File: src/rtl/ascon_pkg.sv
// ascon_pkg: mode encoding, sequencer states and word counts shared by the ascon sequencer.
package ascon_pkg;
  localparam logic MODE_ENC = 1'b0;
  localparam logic MODE_DEC = 1'b1;
  localparam int KEY_WORDS = 4;
  localparam int NONCE_WORDS = 4;
  typedef enum logic [2:0] {S_IDLE, S_KEY, S_NONCE, S_ASSOC, S_DATA, S_TAG} state_t;
  // Word i of a 128-bit value, most significant word first
  function automatic logic [31:0] word_sel(input logic [127:0] v, input logic [1:0] i);
    return v[{~i, 5'd0} +: 32];
  endfunction
endpackage

File: src/rtl/ascon_seq_timer.sv
// ascon_seq_timer: loadable down-counter whose expiry flag is high at zero.
module ascon_seq_timer #(
  parameter int W = 7
) (
  input  logic         clk,
  input  logic         rst,
  input  logic         load,
  input  logic         en,
  input  logic [W-1:0] load_val,
  output logic         expired
);
  logic [W-1:0] cnt;
  always_ff @(posedge clk or posedge rst)
    if (rst) cnt <= '0;
    else cnt <= load ? load_val : (en && cnt != '0) ? cnt - 1'b1 : cnt;
  assign expired = cnt == '0;
endmodule

File: src/rtl/ascon_seq.sv
// ascon_seq: feeds key, nonce, associated data and payload into an ascon core and collects its tag.
module ascon_seq
  import ascon_pkg::*;
#(
  parameter int TAG_TIMEOUT = 64,
  parameter int AD_LEN_W = 8
) (
  input  logic                clk,
  input  logic                rst,
  input  logic                start,
  output logic                start_ready,
  input  logic                job_mode,
  input  logic [127:0]        job_key,
  input  logic [127:0]        job_nonce,
  input  logic [AD_LEN_W-1:0] job_ad_len,
  input  logic [31:0]         ad_in,
  input  logic                ad_valid,
  output logic                ad_ready,
  input  logic [31:0]         din,
  input  logic                din_valid,
  input  logic                din_last,
  output logic                din_ready,
  output logic [31:0]         dout,
  output logic                dout_valid,
  output logic                dout_last,
  output logic [127:0]        tag_out,
  output logic                done,
  output logic                err,
  input  logic                abort,
  output logic                core_mode,
  output logic [31:0]         core_key_in,
  output logic                core_key_valid,
  input  logic                core_key_ready,
  output logic [31:0]         core_nonce_in,
  output logic                core_nonce_valid,
  input  logic                core_nonce_ready,
  output logic [31:0]         core_assoc_in,
  output logic                core_assoc_valid,
  input  logic                core_assoc_ready,
  output logic [31:0]         core_data_in,
  output logic                core_data_in_valid,
  output logic                core_data_in_last,
  input  logic                core_data_in_ready,
  input  logic [31:0]         core_data_out,
  input  logic                core_data_out_valid,
  input  logic                core_data_out_last,
  input  logic [127:0]        core_tag,
  input  logic                core_tag_valid,
  output logic                core_rst
);
  localparam int TW = $clog2(TAG_TIMEOUT + 1);
  state_t              state;
  logic [1:0]          wcnt;
  logic [AD_LEN_W-1:0] acnt, ad_len;
  logic [127:0]        key, nonce;
  logic                mode, expired;
  ascon_seq_timer #(.W(TW)) u_timer (
    .clk,
    .rst,
    .load(state != S_TAG),
    .en(state == S_TAG),
    .load_val(TW'(TAG_TIMEOUT - 1)),
    .expired
  );
  always_ff @(posedge clk or posedge rst)
    if (rst) begin
      state <= S_IDLE;
      wcnt <= '0;
      acnt <= '0;
      mode <= MODE_ENC;
      key <= '0;
      nonce <= '0;
      ad_len <= '0;
      tag_out <= '0;
      done <= 1'b0;
      err <= 1'b0;
      core_rst <= 1'b0;
    end else begin
      done <= 1'b0;
      err <= 1'b0;
      core_rst <= 1'b0;
      // Abort outranks every in-flight event, including a tag arriving the same cycle
      if (abort && state != S_IDLE) begin
        err <= 1'b1;
        core_rst <= 1'b1;
        state <= S_IDLE;
      end else
        case (state)
          S_IDLE: if (start) begin
            mode <= job_mode;
            key <= job_key;
            nonce <= job_nonce;
            ad_len <= job_ad_len;
            wcnt <= '0;
            acnt <= '0;
            state <= S_KEY;
          end
          S_KEY: if (core_key_ready) begin
            wcnt <= wcnt + 1'b1;
            if (wcnt == 2'(KEY_WORDS - 1)) state <= S_NONCE;
          end
          S_NONCE: if (core_nonce_ready) begin
            wcnt <= wcnt + 1'b1;
            if (wcnt == 2'(NONCE_WORDS - 1)) state <= ad_len != '0 ? S_ASSOC : S_DATA;
          end
          S_ASSOC: if (ad_valid && core_assoc_ready) begin
            acnt <= acnt + 1'b1;
            if (acnt == ad_len - 1'b1) state <= S_DATA;
          end
          S_DATA: if (din_valid && din_last && core_data_in_ready) state <= S_TAG;
          S_TAG: if (core_tag_valid) begin
            tag_out <= core_tag;
            done <= 1'b1;
            state <= S_IDLE;
          end else if (expired) begin
            err <= 1'b1;
            core_rst <= 1'b1;
            state <= S_IDLE;
          end
          default: state <= S_IDLE;
        endcase
    end
  assign start_ready = state == S_IDLE;
  assign core_mode = mode;
  assign core_key_in = word_sel(key, wcnt);
  assign core_key_valid = state == S_KEY;
  assign core_nonce_in = word_sel(nonce, wcnt);
  assign core_nonce_valid = state == S_NONCE;
  assign core_assoc_in = ad_in;
  assign core_assoc_valid = state == S_ASSOC && ad_valid;
  assign ad_ready = state == S_ASSOC && core_assoc_ready;
  assign core_data_in = din;
  assign core_data_in_valid = state == S_DATA && din_valid;
  assign core_data_in_last = state == S_DATA && din_last;
  assign din_ready = state == S_DATA && core_data_in_ready;
  assign dout = core_data_out;
  assign dout_valid = core_data_out_valid;
  assign dout_last = core_data_out_last;
endmodule

File: config.mk
export PLATFORM = sky130hd
export DESIGN_NAME = ascon_seq
export DESIGN_NICKNAME = d
export VERILOG_FILES = /design/src/rtl/ascon_pkg.sv /design/src/rtl/ascon_seq_timer.sv /design/src/rtl/ascon_seq.sv
export SDC_FILE = /design/constraint.sdc
export NUM_CORES = 1
export LEC_CHECK = 0
export ABC_AREA = 1
export BUFFER_PORTS_ARGS = -buffer_cell sky130_fd_sc_hd__buf_2
export CAP_MARGIN = 20
export CORE_AREA = 5 5 314 316
export DETAILED_ROUTE_END_ITERATION = 10
export DIE_AREA = 0 0 319 321
export PLACE_DENSITY_LB_ADDON = 0.05
export SYNTH_ARGS = -nofsm -noshare
export SYNTH_HDL_FRONTEND = slang
export SYNTH_SLANG_ARGS = --single-unit
File: constraint.sdc
create_clock -name clk -period 16.3 [get_ports clk]
set_clock_uncertainty 0.15 [all_clocks]
set_input_delay 3.26 -clock clk [delete_from_list [all_inputs] [get_ports clk]]
set_output_delay 3.26 -clock clk [all_outputs]
set_load 0.02 [all_outputs]
==> run_results.csv <==
group,metric,value,unit
power,ir_drop,78.7,µV
grt,grt_max_degree,86,
timing,fmax,0.140,GHz
job,cap_viol_max_count,0,
placed_design,portBuffers,608,
logic_synthesis,ys_warn_count,0,
timing,drv_slew,0,
worst_setup_path,worst_ep_required_time,12890,ps
finish,fill_cells,10400,
finish,nets,2801,
timing,period_share,43.7,%
routing,drt-vias-per-instance,4.07,
routing,vias,14800,
timing,hold_violations,0,
finish,multi_input_comb_area,6830,µm²
logic_synthesis,synth_ff_type,"dfrtp_1",
grt,grt_pass1_wl,110,mm
clocking,hold_buffers,0,
timing,min_period,7120,ps
routing,firstDrtPassIters,5,
logic_synthesis,synth.top_cell.area_share,55.4,%
logic_synthesis,yosysMostFrequentCell,"nand2_1",
worst_setup_path,arrival,3710,ps
worst_hold_path,hold_path.class,"reg -> reg",
clocking,clk_pin_slew,60,ps
finish,final_area,24000,µm²
routing,drt_iter0_drc,678,
finish,drive_gt1_share,42.5,%
grt,grt_pass1_vias,15600,
floorplanning,initial_core_util,19.6,%
worst_setup_path,cp_max_fo,2,
clocking,clkLatencyLatePin,600,ps
logic_synthesis,seq_area_frac_synth,55.4,%
clocking,cts-root-buf,"clkbuf_16",
finish,regArea,10400,µm²
grt,antenna_found_initial,66,
timing,tightest_slew,1040,ps
power,p_leak,11.7,nW
logic_synthesis,syn_avg_cell_area,10.4,µm²
logic_synthesis,synth.net_count,2317,
floorplanning,die_h,321,µm
logic_synthesis,netlist_area,18700,µm²
logic_synthesis,postSynth.asyncResetShare,100,%
clocking,htreeDepth,2,
logic_synthesis,ys_seq_elements,415,
placed_design,dpl_cell_area,22200,µm²
status,outcome,"finished clean",
grt,grt.total_usage,14.3,%
clocking,tritoncts,"built",
timing,slew_headroom,30.7,%
logic_synthesis,synth.largest_area_cell,"dfrtp_1",
clocking,clockBufferDepth,3,
floorplanning,die-area,102000,µm²
logic_synthesis,synth_edf_count,0,
clocking,cts.sinks,415,
clocking,cts_resized,0,
clocking,cts_setup_buffers,0,
timing,rsz0062_at_grt,"no",
finish,area_growth_syn_to_layout,28.3,%
routing,drc_errors,0,
logic_synthesis,synthTopCellsByCount,"nand2_1 (442), dfrtp_1 (415), mux2_2 (259), nor2_1 (152), o21ai_0 (148)",
routing,avgRoutedWirePerCell,21.1,µm
logic_synthesis,synth_area_leaders,"dfrtp_1 (55%), mux2_2 (16%), nand2_1 (8.9%), buf_4 (4.3%), o21ai_0 (4.0%)",
worst_setup_path,worst_setup_path_end_kind,"output port",
routing,totalWireLength,76.4,mm
clocking,cts_made_buffers,55,
grt,grt.overflow.total,0,
floorplanning,core-area,95700,µm²
floorplanning,io_pins,805,
worst_setup_path,criticalPathCategory,"in -> out",
logic_synthesis,ys_types,32,
power,power_density,208,nW/µm²
logic_synthesis,synth_cells,1808,
routing,ant_nets,0,
placed_design,place_hpwl,54.4,mm
timing,tns,0,ps
timing,finalSetupViolations,0,
worst_setup_path,start_kind,"primary input",
floorplanning,num_rows,114,
placed_design,gp_congestion,0.771,
floorplanning,die-width,319,µm
-- metal layers --
metal  global-route usage [%]  vias to the layer above  wire length (µm)
li1                         -                     6914                 -
met3                     5.40                      229              5880
met4                     5.40                       38              2960
met5                        0                        -               229
met1                     15.9                     7167             28800
met2                     25.0                      426             38500
-- power by group --
| part | switching, mW | internal, mW | total [mW] |
|---|---|---|---|
| clock | 0.479 | 0.718 | 1.20 |
| combinational | 1.24 | 0.800 | 2.04 |
| sequential | 0.251 | 1.50 | 1.75 |
-- registers in the layout, summed over array words and instances, names as in the netlist --
name and cells:
key 128, nonce 128, tag_out 128, acnt 8, ad_len 8, u_timer.cnt 7, state 3, wcnt 2
core_mode 1, core_rst 1, done 1
-- worst paths after layout --
kind | startpoint | to | slack [ps] | cells after the start
max | core_data_in_ready | din_ready | 9180 | 4
min | tag_out[118]$_DFFE_PP0P_ | tag_out[118]$_DFFE_PP0P_ | 310 | 2
max reg2reg | state[0]$_DFFE_PP0P_ | nonce[28]$_DFFE_PP0P_ | 12580 | 6
min reg2reg | tag_out[118]$_DFFE_PP0P_ | tag_out[118]$_DFFE_PP0P_ | 310 | 2
max in group asynchronous | rst | tag_out[57]$_DFFE_PP0P_ | 11380 | 4
min in group asynchronous | rst | nonce[62]$_DFFE_PP0P_ | 2530 | 2
-- area by class of cell --
cell class	instances	share of cell area, %
timing repair buffer	627	13.3
antenna	23	0.239
inverter	50	0.827
sequential	415	43.2
clock inverter	9	0.302
tap	1276	6.64
clock buffer	84	7.02
multi-input combinational	1143	28.4
-- cell usage in the layout, fill, tap and decap left out, drive strengths merged, types with 23 or more instances in the layout --
cell / Yosys / final
diode: 0 / 23
inv: 50 / 49
o22ai: 64 / 64
nor2: 154 / 154
dfrtp: 415 / 415
buf: 160 / 627
nand3: 23 / 23
clkbuf: 40 / 84
o21ai: 150 / 150
nand2: 444 / 444
mux2: 259 / 259
-- worst max-delay path, stage by stage --
cell and delay, ps:
buf_2 90, inv_1 30, nor2_1 140, buf_2 190
-- cells by family after synthesis --
kind of cell	synth area share (%)
AND/OR/NAND/NOR	13.5
AO/OA/AOI/OAI	6.66
XOR/XNOR	0.327
multiplexers	15.6
adder cells (fa/ha/maj)	0.401
buffers and inverters	8.15
flip-flops	55.4
-- metrics by stage --
stage	util (%)	instances	worst slack, ps	hold WS (ps)	power, mW
after floorplan	-	1808	1340	300	3.15
after global placement	23.2	3510	9150	300	3.86
after detailed placement	23.2	3510	9140	303	3.87
after CTS	25.0	3603	9140	318	5.13
after global routing	25.1	3611	9120	335	5.36
final	25.1	3627	9180	315	4.99
Power figures use the tool's default switching activity.
